--- src/rtl/nonce_sweep_pkg.sv ---
// Shared types and constants for the nonce sweep controller.
// Optional best-hash tracking: NONCE_SWEEP_BEST_TRACK_EN.
package nonce_sweep_pkg;

  localparam int LANES_DEF  = 16;
  localparam int LANE_W_DEF = 6;

  localparam logic [31:0] ALL_ONES     = 32'hFFFF_FFFF;
  localparam logic [31:0] BEST_H0_INIT = 32'hFFFF_FFFF;

  typedef enum logic [2:0] {
    S_IDLE,
    S_ISSUE,
    S_WAIT,
    S_SCAN,
    S_NEXT,
    S_FINISH
  } state_e;

endpackage

--- src/rtl/nonce_sweep_ctrl_if.sv ---
// Hash core control/result bundle between sweep controller and core.
// master = controller side, slave = hash core side.
interface nonce_sweep_ctrl_if
  import nonce_sweep_pkg::*;
#(
  parameter int LANE_W = LANE_W_DEF
);

  logic              core_start;
  logic [31:0]       core_base_nonce;
  logic              core_done;
  logic [LANE_W-1:0] core_lane_sel;
  logic [31:0]       core_lane_h0;

  modport master (
    output core_start,
    output core_base_nonce,
    output core_lane_sel,
    input  core_done,
    input  core_lane_h0
  );

  modport slave (
    input  core_start,
    input  core_base_nonce,
    input  core_lane_sel,
    output core_done,
    output core_lane_h0
  );

endinterface

--- src/rtl/nonce_range_calc.sv ---
// Range bookkeeping: lanes left in range, lane validity, last batch.
// Unsigned subtraction keeps the top-of-range case free of wrap.
module nonce_range_calc
  import nonce_sweep_pkg::*;
#(
  parameter int LANES  = LANES_DEF,
  parameter int LANE_W = LANE_W_DEF
) (
  input  logic [31:0]       cur_i,
  input  logic [31:0]       last_i,
  input  logic [LANE_W-1:0] lane_i,
  output logic              lane_valid_o,
  output logic              last_batch_o
);

  logic [31:0] remaining;

  assign remaining    = last_i - cur_i;
  assign lane_valid_o = 32'(lane_i) <= remaining;
  assign last_batch_o = remaining < 32'(LANES);

endmodule

--- src/rtl/nonce_sweep_ctrl.sv ---
// Sweeps a multi-lane SHA-256 core over a nonce range, hunting H0 < target.
// Define NONCE_SWEEP_BEST_TRACK_EN to add best_h0/best_nonce tracking.
module nonce_sweep_ctrl
  import nonce_sweep_pkg::*;
#(
  parameter int LANES  = LANES_DEF,
  parameter int LANE_W = LANE_W_DEF
) (
  input  logic        clk,
  input  logic        reset_n,
  input  logic        cfg_start,
  input  logic        cfg_abort,
  input  logic [31:0] nonce_first,
  input  logic [31:0] nonce_last,
  input  logic [31:0] target,
  nonce_sweep_ctrl_if.master core,
  output logic        busy,
  output logic        done,
  output logic        found,
  output logic [31:0] found_nonce,
  output logic [31:0] found_h0,
`ifdef NONCE_SWEEP_BEST_TRACK_EN
  output logic [31:0] best_h0,
  output logic [31:0] best_nonce,
`endif
  output logic [31:0] batch_cnt
);

  state_e            state_q, state_d;
  logic [31:0]       cur_q, cur_d;
  logic [31:0]       last_q, last_d;
  logic [31:0]       tgt_q, tgt_d;
  logic [LANE_W-1:0] lane_q, lane_d;
  logic              busy_q, busy_d;
  logic              found_q, found_d;
  logic [31:0]       fn_q, fn_d;
  logic [31:0]       fh_q, fh_d;
  logic [31:0]       bcnt_q, bcnt_d;
`ifdef NONCE_SWEEP_BEST_TRACK_EN
  logic [31:0]       bh_q, bh_d;
  logic [31:0]       bn_q, bn_d;
`endif

  logic        lane_valid;
  logic        last_batch;
  logic        lane_last;
  logic        hit;
  logic [31:0] cand;

  nonce_range_calc #(
    .LANES (LANES),
    .LANE_W(LANE_W)
  ) u_range (
    .cur_i       (cur_q),
    .last_i      (last_q),
    .lane_i      (lane_q),
    .lane_valid_o(lane_valid),
    .last_batch_o(last_batch)
  );

  assign lane_last = lane_q == LANE_W'(LANES - 1);
  assign hit       = lane_valid && (core.core_lane_h0 < tgt_q);
  assign cand      = cur_q + 32'(lane_q);

  always_comb begin
    state_d = state_q;
    cur_d   = cur_q;
    last_d  = last_q;
    tgt_d   = tgt_q;
    lane_d  = lane_q;
    busy_d  = busy_q;
    found_d = found_q;
    fn_d    = fn_q;
    fh_d    = fh_q;
    bcnt_d  = bcnt_q;
`ifdef NONCE_SWEEP_BEST_TRACK_EN
    bh_d    = bh_q;
    bn_d    = bn_q;
`endif
    unique case (state_q)
      S_IDLE: begin
        if (cfg_start) begin
          cur_d   = nonce_first;
          last_d  = nonce_last;
          tgt_d   = target;
          busy_d  = 1'b1;
          found_d = 1'b0;
          fn_d    = '0;
          fh_d    = '0;
          bcnt_d  = '0;
`ifdef NONCE_SWEEP_BEST_TRACK_EN
          bh_d    = BEST_H0_INIT;
          bn_d    = '0;
`endif
          state_d = (nonce_first > nonce_last) ? S_FINISH : S_ISSUE;
        end
      end
      S_ISSUE: state_d = S_WAIT;
      S_WAIT: begin
        if (core.core_done) begin
          if (bcnt_q != ALL_ONES) bcnt_d = bcnt_q + 32'd1;
          lane_d  = '0;
          state_d = S_SCAN;
        end
      end
      S_SCAN: begin
`ifdef NONCE_SWEEP_BEST_TRACK_EN
        // Strict compare: on equal H0 the earlier nonce stays best.
        if (lane_valid && core.core_lane_h0 < bh_q) begin
          bh_d = core.core_lane_h0;
          bn_d = cand;
        end
        if (hit && !found_q) begin
          found_d = 1'b1;
          fn_d    = cand;
          fh_d    = core.core_lane_h0;
        end
        if (!lane_valid || lane_last || cfg_abort) state_d = S_NEXT;
        else lane_d = lane_q + 1'b1;
`else
        if (hit) begin
          found_d = 1'b1;
          fn_d    = cand;
          fh_d    = core.core_lane_h0;
          state_d = S_FINISH;
        end else if (!lane_valid || lane_last || cfg_abort) begin
          state_d = S_NEXT;
        end else begin
          lane_d = lane_q + 1'b1;
        end
`endif
      end
      S_NEXT: begin
`ifdef NONCE_SWEEP_BEST_TRACK_EN
        if (last_batch || cfg_abort || found_q) state_d = S_FINISH;
`else
        if (last_batch || cfg_abort) state_d = S_FINISH;
`endif
        else begin
          cur_d   = cur_q + 32'(LANES);
          state_d = S_ISSUE;
        end
      end
      S_FINISH: begin
        busy_d  = 1'b0;
        state_d = S_IDLE;
      end
      default: state_d = S_IDLE;
    endcase
  end

  always_ff @(posedge clk or negedge reset_n) begin
    if (!reset_n) begin
      state_q <= S_IDLE;
      cur_q   <= '0;
      last_q  <= '0;
      tgt_q   <= '0;
      lane_q  <= '0;
      busy_q  <= 1'b0;
      found_q <= 1'b0;
      fn_q    <= '0;
      fh_q    <= '0;
      bcnt_q  <= '0;
`ifdef NONCE_SWEEP_BEST_TRACK_EN
      bh_q    <= '0;
      bn_q    <= '0;
`endif
    end else begin
      state_q <= state_d;
      cur_q   <= cur_d;
      last_q  <= last_d;
      tgt_q   <= tgt_d;
      lane_q  <= lane_d;
      busy_q  <= busy_d;
      found_q <= found_d;
      fn_q    <= fn_d;
      fh_q    <= fh_d;
      bcnt_q  <= bcnt_d;
`ifdef NONCE_SWEEP_BEST_TRACK_EN
      bh_q    <= bh_d;
      bn_q    <= bn_d;
`endif
    end
  end

  assign core.core_start      = state_q == S_ISSUE;
  assign core.core_base_nonce = cur_q;
  assign core.core_lane_sel   = lane_q;

  assign busy        = busy_q;
  assign done        = state_q == S_FINISH;
  assign found       = found_q;
  assign found_nonce = fn_q;
  assign found_h0    = fh_q;
  assign batch_cnt   = bcnt_q;
`ifdef NONCE_SWEEP_BEST_TRACK_EN
  assign best_h0     = bh_q;
  assign best_nonce  = bn_q;
`endif

endmodule

--- src/flat_wrapper.sv ---
// flat-port wrapper written by rule: the top's interface ports become plain ports
module nonce_sweep_ctrl_flat import nonce_sweep_pkg::*;
#(
  parameter int LANES  = LANES_DEF,
  parameter int LANE_W = LANE_W_DEF
)
  (clk, reset_n, cfg_start, cfg_abort, nonce_first, nonce_last, target, busy, done, found, found_nonce, found_h0, batch_cnt, core_core_start, core_core_base_nonce, core_core_lane_sel, core_core_done, core_core_lane_h0);
  nonce_sweep_ctrl_if #(.LANE_W(LANE_W)) core_i ();
  input  logic clk;
  input  logic reset_n;
  input  logic cfg_start;
  input  logic cfg_abort;
  input  logic [31:0] nonce_first;
  input  logic [31:0] nonce_last;
  input  logic [31:0] target;
  output logic busy;
  output logic done;
  output logic found;
  output logic [31:0] found_nonce;
  output logic [31:0] found_h0;
  output logic [31:0] batch_cnt;
  output wire logic [$bits(core_i.core_start)-1:0] core_core_start;
  output wire logic [$bits(core_i.core_base_nonce)-1:0] core_core_base_nonce;
  output wire logic [$bits(core_i.core_lane_sel)-1:0] core_core_lane_sel;
  input wire logic [$bits(core_i.core_done)-1:0] core_core_done;
  input wire logic [$bits(core_i.core_lane_h0)-1:0] core_core_lane_h0;
  assign core_core_start = core_i.core_start;
  assign core_core_base_nonce = core_i.core_base_nonce;
  assign core_core_lane_sel = core_i.core_lane_sel;
  assign core_i.core_done = core_core_done;
  assign core_i.core_lane_h0 = core_core_lane_h0;
  nonce_sweep_ctrl #(.LANES(LANES), .LANE_W(LANE_W)) u_core (.clk(clk), .reset_n(reset_n), .cfg_start(cfg_start), .cfg_abort(cfg_abort), .nonce_first(nonce_first), .nonce_last(nonce_last), .target(target), .core(core_i), .busy(busy), .done(done), .found(found), .found_nonce(found_nonce), .found_h0(found_h0), .batch_cnt(batch_cnt));
endmodule
--- config.mk ---
export PLATFORM = sky130hd
export DESIGN_NAME = nonce_sweep_ctrl_flat
export DESIGN_NICKNAME = d
export VERILOG_FILES = /design/src/rtl/nonce_sweep_pkg.sv /design/src/rtl/nonce_sweep_ctrl_if.sv /design/src/rtl/nonce_range_calc.sv /design/src/rtl/nonce_sweep_ctrl.sv /design/src/flat_wrapper.sv
export SDC_FILE = /design/constraint.sdc
export NUM_CORES = 1
export LEC_CHECK = 0
export CAP_MARGIN = 20
export CORE_UTILIZATION = 45
export DETAILED_ROUTE_END_ITERATION = 6
export PLACE_DENSITY = 0.68
export SETUP_SLACK_MARGIN = 0.2
export SYNTH_ARGS = -nofsm -noshare
export SYNTH_HDL_FRONTEND = slang
export SYNTH_SLANG_ARGS = --single-unit
--- constraint.sdc ---
create_clock -name clk -period 8 [get_ports clk]
set_input_delay 1.6 -clock clk [delete_from_list [all_inputs] [get_ports clk]]
set_output_delay 1.6 -clock clk [all_outputs]
set_load 0.01 [all_outputs]
Word level (Yosys, flattened, before mapping). Cells that the tools add are included. W data, S select, Z words.

$add $sub $neg: 5. Magnitude comparators: 4. Equality and inequality tests: 15. Mux-type cells: 27. Reductions and logical operators: 18.

Operators by type and width (count): $pmux W32 S2 (4); $mux W32 (7); $add A32 B1 Y32 const B (1); $add A32 B5 Y32 const B (1); $add A32 B6 Y32 (1); $gt A32 B32 Y1 (1); $le A6 B32 Y1 (1); $lt A32 B32 Y1 (1); $lt A32 B5 Y1 const B (1); $ne A32 B32 Y1 const B (1); $sub A32 B32 Y32 (1); $mux W3 (6); $mux W6 (3); $pmux W3 S5 (1); $pmux W6 S2 (1); $ne A2 B2 Y1 const B (5); $reduce_bool A2 Y1 (5); $reduce_and A3 Y1 (3); $reduce_and A4 Y1 (2); $add A6 B1 Y6 const B (1); $eq A3 B2 Y1 const B (2); $eq A3 B3 Y1 const B (2); $eq A6 B4 Y1 const B (1); $ne A2 B1 Y1 const B (2); 9 further kinds (15).

Bits in registers: 203. Output and inout port bits: 138. Word-level logic and storage cells: 79.

Logic depth before layout (Yosys ltp). Gate-level depths: netlist of the first run.

Depth in word-level cells: 8. Mapped depth: 17. Depth with buffers taken out: 15.

By module. Synthesis of the first run repeated with hierarchy kept, for this count alone.

Cells, all modules: 1653. Area, all modules: 13998.4 um2.

By module, submodules not included: nonce_sweep_ctrl (times used 1, cells an instance 1284, area each 11512.3 um2); nonce_range_calc (times used 1, cells an instance 369, area each 2486.1 um2).

Worst setup path before layout of the first run. No wires, ideal clock.

Path type: input to register. Start point: in core_core_lane_h0[17]. End point: reg u_core.lane_q[1], in the netlist u_core.core.core_lane_sel[1]. Setup time: 0.125 ns. Data arrival time: 3.925 ns. Data required time: 7.875 ns. Setup slack: 3.950 ns. Cell stages on the path: 11. Buffers on the path: 0. Cells stage by stage: ha_1 > a21o_1 > a21o_1 > a21o_1 > a21oi_1 > nor2_1 > o311ai_0 > nor2_1 > nor3_4 > o21bai_4 > mux2_4.

Longest elaborated chain between the ends: 4.

Ends and longest elaborated chain: start: declaration (line flat_wrapper.sv:26) `input wire logic [$bits(core_i.core_lane_h0)-1:0] core_core_lane_h0;`; $lt A32 B32 Y1 (line nonce_sweep_ctrl.sv:62) `assign hit = lane_valid && (core.core_lane_h0 < tgt_q);`; $logic_and A1 B1 Y1 (line nonce_sweep_ctrl.sv:62); $ne A2 B2 Y1 (no source line); $reduce_and A4 Y1 (no source line); end signal: assignment (line nonce_sweep_ctrl.sv:173) `lane_q <= lane_d;`; end: declaration (line nonce_sweep_ctrl.sv:33) `logic [LANE_W-1:0] lane_q, lane_d;`.

Every way passes these cells. A chain may end at the register's enable or synchronous reset.

Worst setup path after layout of the first run.
Start point: reg u_core.cur_q[13], in the netlist u_core.core.core_base_nonce[13]. End point: reg u_core.cur_q[24], in the netlist u_core.core.core_base_nonce[24].

Longest elaborated chain between the ends: 5. Elaborated cells between the ends (all ways): 8. Those cells by class: add/sub: 2; order compare: 1; eq/ne: 1; mux: 2; reduce/logical: 2.

Ends and longest elaborated chain: start: declaration (line nonce_sweep_ctrl.sv:30) `logic [31:0] cur_q, cur_d;`; start signal: assignment (line nonce_sweep_ctrl.sv:170) `cur_q <= cur_d;`; $sub A32 B32 Y32 (line nonce_range_calc.sv:18) `assign remaining = last_i - cur_i;`; $lt A32 B5 Y1 (line nonce_range_calc.sv:20) `assign last_batch_o = remaining < 32'(LANES);`; $logic_or A1 B1 Y1 (line nonce_sweep_ctrl.sv:137) `if (last_batch || cfg_abort) state_d = S_FINISH;`; $ne A2 B2 Y1 (no source line); $reduce_and A3 Y1 (no source line).

Parallel ways exist; a longest one is shown, timed or not. The select of a mux whose other input is x is not followed.

==> flow_metrics.env, run 1 <==
export IMPL_synth_most_common_cell="nand2_1"
export IMPL_die_area_mm2=0.03053
export IMPL_status="finished, final reports clean"
export IMPL_hold_viol_final=0
export IMPL_vdd_ir_drop_max_mv=0.1909
export IMPL_cts_buffers=24
export IMPL_power_density_mw_per_mm2=373.1
export IMPL_timing_max_cap_violations=0
export IMPL_yosys_cell_types_count=73
export IMPL_gp_congestion=0.9294
export IMPL_grt_first_pass_wirelength_um=66010
export IMPL_criticalPathCategory="flop to flop"
export IMPL_viasPerCell=5.593
export IMPL_ios=271
export IMPL_cts_hold_repair_buffers=0
export IMPL_ctsResizeCount=0
export IMPL_endpoint_kind="flop"
export IMPL_period_minus_slack_ns=4.787
export IMPL_synth_top_cell_area_share=0.3783
export IMPL_synthTopCellsByArea="dfrtp_1 (38%), ha_1 (10%), nand2_1 (7.9%)"
export IMPL_start_util=0.4628
export IMPL_drt_iter0_drc=893
export IMPL_drive_above_1_share=0.04017
export IMPL_coreArea_mm2=0.02901
export IMPL_areaGrowthSynthToFinish_pct=27.90
export IMPL_die_y_um=174.7
export IMPL_ys_top_cells_by_count="nand2_1 (282), dfrtp_1 (203), o21ai_0 (189)"
export IMPL_p_int_uw=3551
export IMPL_rsz0062_at_grt="false"
export IMPL_worstMarginPinSlew_ns=0.9768
export IMPL_syn_inst=1621
export IMPL_synthAdderAreaFrac=0.1045
export IMPL_synth_compound_area_frac=0.2016
export IMPL_antenna_left=0
export IMPL_synth_top_family_by_area="simple AND/OR/NAND/NOR gates"
export IMPL_yosys_area_top_type="dfrtp_1"
export IMPL_fmax_mhz=208.9
export IMPL_clkPwrFrac=0.173
export IMPL_synth_edf_count=0
export IMPL_switching_share=0.4458
export IMPL_drc=0
export IMPL_syn_area_per_cell_um2=8.284
export IMPL_tritoncts="yes"
export IMPL_ys_flop_type="dfrtp_1"
export IMPL_cts_buffer_depth=3
export IMPL_cts_setup_buffers=0
export IMPL_clkLatencyLatePin_ns=0.52
export IMPL_routedWlPerCell_um=18.74
export IMPL_synth_area_mux_share=0.01016
export IMPL_drt_wl_total_um=42190
export IMPL_setup_viol=0
export IMPL_nFillCells=2627
export IMPL_power_switching_uw=2857
export IMPL_synth_simple_area_share=0.2028
export IMPL_finalClockSkew_ns=0.01080
export IMPL_cts_root_buffer="clkbuf_16"
export IMPL_syn_area_mm2=0.01343
export IMPL_critPathMaxStageDelay_ns=0.81
export IMPL_path_cells="inv_1, ha_1, nand4_1, a2111oi_0, o21ai_1, a21oi_1, nor2_1, xnor2_1, or4_4, nor3_1, a21bo_2, o21ai_0, o21a_1"
export IMPL_async_reset_ff_frac=1.000
export IMPL_die_w_um=174.7
export IMPL_grt_usage=0.2722
export IMPL_antenna_found_initial=3
export IMPL_critPathRequiredTime_ns=8.41
export IMPL_vias=12600
export IMPL_grt_pass1_vias=12060
export IMPL_period_share=0.5983
export IMPL_grt_max_degree=98
export IMPL_cts_htree_levels=1
export IMPL_final_util=0.5919
export IMPL_critPathLaunchType="flop"
export IMPL_path_max_fanout=55
export IMPL_synth_xor_area_share=0.04566
export IMPL_pwr_share_seq=0.266
export IMPL_fin_area_mm2=0.01717
export IMPL_yosysSeqAreaShare=0.3783
export IMPL_placementRows=62
export IMPL_portBuffers=270
export IMPL_place_hpwl_um=32620
export IMPL_dr_pass1_iters=5
export IMPL_nNetsFinal=2094
export IMPL_relSlewSlack=0.3488
export IMPL_p_comb_frac=0.561
export IMPL_hold_class="flop to flop"
export IMPL_slowest_stage="a21bo_2"
export IMPL_syn_num_nets=1865
export IMPL_finalSetupTns_ns=0
export IMPL_yosys_register_bits=203
export IMPL_cts_sinks=203
export IMPL_slew_violations=0
export IMPL_place_area_mm2=0.01635
export IMPL_grt_overflow=0
export IMPL_worstPathArrival_ns=5.19
export IMPL_yosys_warnings=0
export IMPL_cellLeakagePower_uw=0.007604
export IMPL_clk_transition_reported_paths_ns=0.06
-- metrics by stage --
stage / power (uW) / hold slack (ns) / setup WS (ns) / cells
2_1_floorplan: 4039 / 0.4467 / 3.950 / 1621
3_3_place_gp: 5232 / 0.4625 / 2.688 / 2207
3_5_place_dp: 5282 / 0.4751 / 2.595 / 2207
4_1_cts: 6423 / 0.4880 / 3.104 / 2250
5_1_grt: 6914 / 0.5030 / 2.901 / 2252
6_report: 6408 / 0.4833 / 3.213 / 2252
-- placed cells by master (no fill, tap or decap), types with 25 or more instances in the layout --
master           synthesis  final
xnor2_1                 39     39
nor3_1                  34     34
a21o_1                  35     35
inv_1                  112    112
a21oi_1                 86     86
clkbuf_16                0     25
nand2_1                282    282
dfrtp_1                203    203
nand3_1                 32     32
ha_1                   109    109
o21ai_0                189    189
nor2_1                 104    103
clkdlybuf4s50_1          0    269
xor2_1                  31     31
nand4_1                 36     36
-- cell families (layout without fill, tap and decap cells) --
| kind of cell | count (synthesis) | after routing |
|---|---|---|
| AND/OR/NAND/NOR | 590 | 590 |
| AO/OA/AOI/OAI | 446 | 446 |
| flip-flops | 203 | 203 |
| buffers and inverters | 188 | 434 |
| adder cells (fa/ha/maj) | 111 | 111 |
| XOR/XNOR | 70 | 70 |
| multiplexers | 13 | 13 |
| other | 0 | 1 |
-- path summary, 6_finish.rpt --
kind | start | end | slack, ns | depth (start not counted)
min reg2reg | u_core.last_q[9] | u_core.last_q[9] | 0.48 | 2
max | u_core.core.core_base_nonce[13] | u_core.core.core_base_nonce[24] | 3.21 | 13
min in group asynchronous | reset_n | u_core.found_h0[23] | 1.19 | 1
min | u_core.last_q[9] | u_core.last_q[9] | 0.48 | 2
max in group asynchronous | reset_n | u_core.tgt_q[19] | 5.49 | 2
max reg2reg | u_core.core.core_base_nonce[13] | u_core.core.core_base_nonce[24] | 3.21 | 13
-- worst max-delay path, delay by kind of cell (launching register included) --
kind | cells | cell delay [ns]
AOI/OAI and AO/OA | 6 | 2.18
and+or+nand+nor | 4 | 1.06
DFF | 1 | 0.55
xor gates and xnor gates | 1 | 0.15
buffers and inverters | 1 | 0.21
adders and majority gates | 1 | 0.50
-- registers in the layout, indices dropped and copies added, names as in the netlist --
signal / cells
u_core.batch_cnt: 32
u_core.busy: 1
u_core.found_h0: 32
u_core.last_q: 32
u_core.state_q: 3
u_core.core.core_base_nonce: 32
u_core.tgt_q: 32
u_core.found: 1
u_core.found_nonce: 32
u_core.core.core_lane_sel: 6
-- layer usage --
metal / GRT usage / vias up / share of wire
met2: 0.4567 / 438 / 0.47
met5: 0 / - / 0.00071
met1: 0.3613 / 5953 / 0.44
met3: 0.04069 / 82 / 0.065
li1: - / 6119 / -
met4: 0.08370 / 4 / 0.028
-- area by class of cell --
class | count | area [um^2] | share of cell area
well taps | 384 | 480.5 | 0.02798
multi-input cells | 1230 | 7594 | 0.4422
clock buffers | 37 | 720.7 | 0.04196
repair buffers | 279 | 2794 | 0.1627
clock inverters | 6 | 82.58 | 0.004808
diodes | 1 | 2.502 | 0.0001457
inverters | 112 | 420.4 | 0.02448
flip-flops and latches | 203 | 5080 | 0.2958
-- power by group through the flow --
stage	logic, uW	clock network (uW)	registers, uW
after floorplan	2340	0	1700
after global placement	3520	0	1710
after detailed placement	3560	0	1720
after CTS	3590	1130	1700
after global routing	3990	1170	1760
final	3600	1110	1700
No activity file was read; power rests on OpenSTA's default activity.
==> run 2, diff against run 1 <==
- clock period: 8 -> 4.6 ns (I/O delays scaled with it)
==> run 2 against run 1 <==
Clock skew grew 0.0051 ns; global-route usage grew 0.42 points; fmax grew 16%; register-to-register slack lost 2.7 ns; critical path type unchanged; critical endpoint is now u_core.state_q[0].
==> flow_metrics.env, run 2 (synthesized netlist as in run 1, its figures left out) <==
export IMPL_die_y_um=174.7
export IMPL_fmax_mhz=241.9
export IMPL_crit_family="simple AND/OR/NAND/NOR gates"
export IMPL_rsz0062_at_grt="false"
export IMPL_antenna_found_initial=4
export IMPL_drive_above_1_share=0.05104
export IMPL_finalClockSkew_ns=0.01586
export IMPL_start_util=0.4628
export IMPL_hold_viol_final=0
export IMPL_die_w_um=174.7
export IMPL_vdd_ir_drop_max_mv=0.3634
export IMPL_power_density_mw_per_mm2=660.4
export IMPL_crit_buf_inv=3
export IMPL_vias=12690
export IMPL_tritoncts="yes"
export IMPL_fin_area_mm2=0.01738
export IMPL_worstPathArrival_ns=4.47
export IMPL_timing_rr_start="u_core.core.core_base_nonce[7]"
export IMPL_r2r_end="u_core.state_q[0]"
export IMPL_cts_buffer_depth=3
export IMPL_hold_depth=2
export IMPL_rr_worst_depth=15
export IMPL_path_max_fanout=58
export IMPL_antenna_left=0
export IMPL_nNetsFinal=2108
export IMPL_period_share=0.8988
export IMPL_slew_violations=0
export IMPL_cts_root_buffer="clkbuf_16"
export IMPL_period_minus_slack_ns=4.134
export IMPL_grt_max_degree=119
export IMPL_crit_top_cell="o21ai_1"
export IMPL_cts_sinks=203
export IMPL_nFillCells=2601
export IMPL_worstMarginPinSlew_ns=1.025
export IMPL_coreArea_mm2=0.02901
export IMPL_endpoint_kind="flop"
export IMPL_gp_congestion=0.9689
export IMPL_criticalPathCategory="flop to flop"
export IMPL_dr_pass1_iters=5
export IMPL_place_area_mm2=0.01648
export IMPL_grt_overflow=0
export IMPL_viasPerCell=5.596
export IMPL_cts_htree_levels=1
export IMPL_reg2reg_slack_ns=0.47
export IMPL_place_hpwl_um=32790
export IMPL_timing_max_cap_violations=0
export IMPL_slowest_stage="or4_4"
export IMPL_critPathLaunchType="flop"
export IMPL_relSlewSlack=0.3168
export IMPL_cp_depth=15
export IMPL_portBuffers=270
export IMPL_path_cells="inv_1, ha_2, nand4_1, nor3_1, o21ai_1, a211oi_2, a41o_1, o21ai_1, or4_4, nor4b_4, buf_4, nor3_4, buf_12, a31oi_1, o2111ai_1"
export IMPL_die_area_mm2=0.03053
export IMPL_worst_hold_startpoint="u_core.last_q[29]"
export IMPL_hold_class="flop to flop"
export IMPL_min_to="u_core.last_q[29]"
export IMPL_critPathMaxStageDelay_ns=0.61
export IMPL_areaGrowthSynthToFinish_pct=29.42
export IMPL_finalSetupTns_ns=0
export IMPL_cts_hold_repair_buffers=0
export IMPL_ios=271
export IMPL_drt_wl_total_um=42940
export IMPL_routedWlPerCell_um=18.94
export IMPL_cts_buffers=25
export IMPL_grt_pass1_vias=12310
export IMPL_placementRows=62
export IMPL_grt_first_pass_wirelength_um=67170
export IMPL_setup_viol=0
export IMPL_grt_usage=0.2764
export IMPL_final_common_cell="nand2_1"
export IMPL_layout_common_cells="nand2_1 (282), clkdlybuf4s50_1 (269), dfrtp_1 (203), o21ai_0 (189), inv_1 (112)"
export IMPL_drt_iter0_drc=913
export IMPL_drc=0
export IMPL_critPathRequiredTime_ns=4.94
export IMPL_clkLatencyLatePin_ns=0.53
export IMPL_status="finished, final reports clean"
export IMPL_clk_transition_reported_paths_ns=0.06
export IMPL_cellLeakagePower_uw=0.007696
==> run 2: cell types whose count changed in the layout (fill, tap and decap cells not counted), sizes merged <==
cell / change
clkbuf: -2
clkinvlp: +1
buf: +13
diode: +1
bufinv: +2
==> run 2: power breakdown <==
group	leakage [uW]	internal [uW]	switching (uW)
Clock	0.000419	1300	788
Combinational	0.00466	2670	3830
Sequential	0.00262	2420	468
==> run 2: metal layers <==
| metal | vias to the layer above | part of all wire | track usage | wire length, um |
|---|---|---|---|---|
| met5 | - | 0.00054 | 0 | 23 |
| met2 | 499 | 0.47 | 0.4578 | 20000 |
| met1 | 5959 | 0.44 | 0.3718 | 18750 |
| li1 | 6149 | - | - | - |
| met3 | 75 | 0.067 | 0.04025 | 2881 |
| met4 | 4 | 0.030 | 0.08659 | 1294 |
==> run 2: worst reg2reg max path, stage by stage, from the launching register on <==
cell and delay, ns:
dfrtp_1 0.51, inv_1 0.14, ha_2 0.44, nand4_1 0.14
nor3_1 0.17, o21ai_1 0.16, a211oi_2 0.46, a41o_1 0.25
o21ai_1 0.06, or4_4 0.61, nor4b_4 0.28, buf_4 0.18
nor3_4 0.06, buf_12 0.21, a31oi_1 0.18, o2111ai_1 0.12
==> run 2: per-stage QoR <==
step	hold slack (ns)	cells	utilization	setup slack, ns	power (uW)
2_1_floorplan	0.4467	1621	-	0.7799	7024
3_3_place_gp	0.4627	2220	0.5679	0.3463	9214
3_5_place_dp	0.4748	2220	0.5679	0.2640	9271
4_1_cts	0.4882	2264	0.5976	0.2551	11420
5_1_grt	0.5053	2266	0.5989	0.2025	12320
6_report	0.4828	2267	0.5990	0.4656	11480
==> run 2: worst max path at each step <==
stage                                    startpoint                            to  slack (ns)
finish               u_core.core.core_base_nonce[7]             u_core.state_q[0]        0.47
floorplan           u_core.core.core_base_nonce[13]  u_core.core.core_lane_sel[1]        0.78
global placement     u_core.core.core_base_nonce[0]  u_core.core.core_lane_sel[1]        0.35
global route         u_core.core.core_base_nonce[6]             u_core.state_q[0]        0.20
CTS                  u_core.core.core_base_nonce[0]  u_core.core.core_lane_sel[1]        0.26
detailed placement   u_core.core.core_base_nonce[0]  u_core.core.core_lane_sel[1]        0.26
==> run 2: timing repair <==
action,4_1_cts,5_1_grt
gates resized for setup,0,8
buffers inserted,0,1
setup endpoints to repair,0,51
==> run 2: area by class of cell <==
cell class                 instances  area [um^2]  share of cell area
tap                              384        480.5             0.02765
timing repair buffer             292         2913              0.1676
sequential                       203         5080              0.2923
inverter                         112        420.4             0.02419
antenna                            2        5.005           0.0002880
multi-input combinational       1230         7616              0.4383
clock inverter                     9        150.1            0.008640
clock buffer                      35        713.2             0.04104
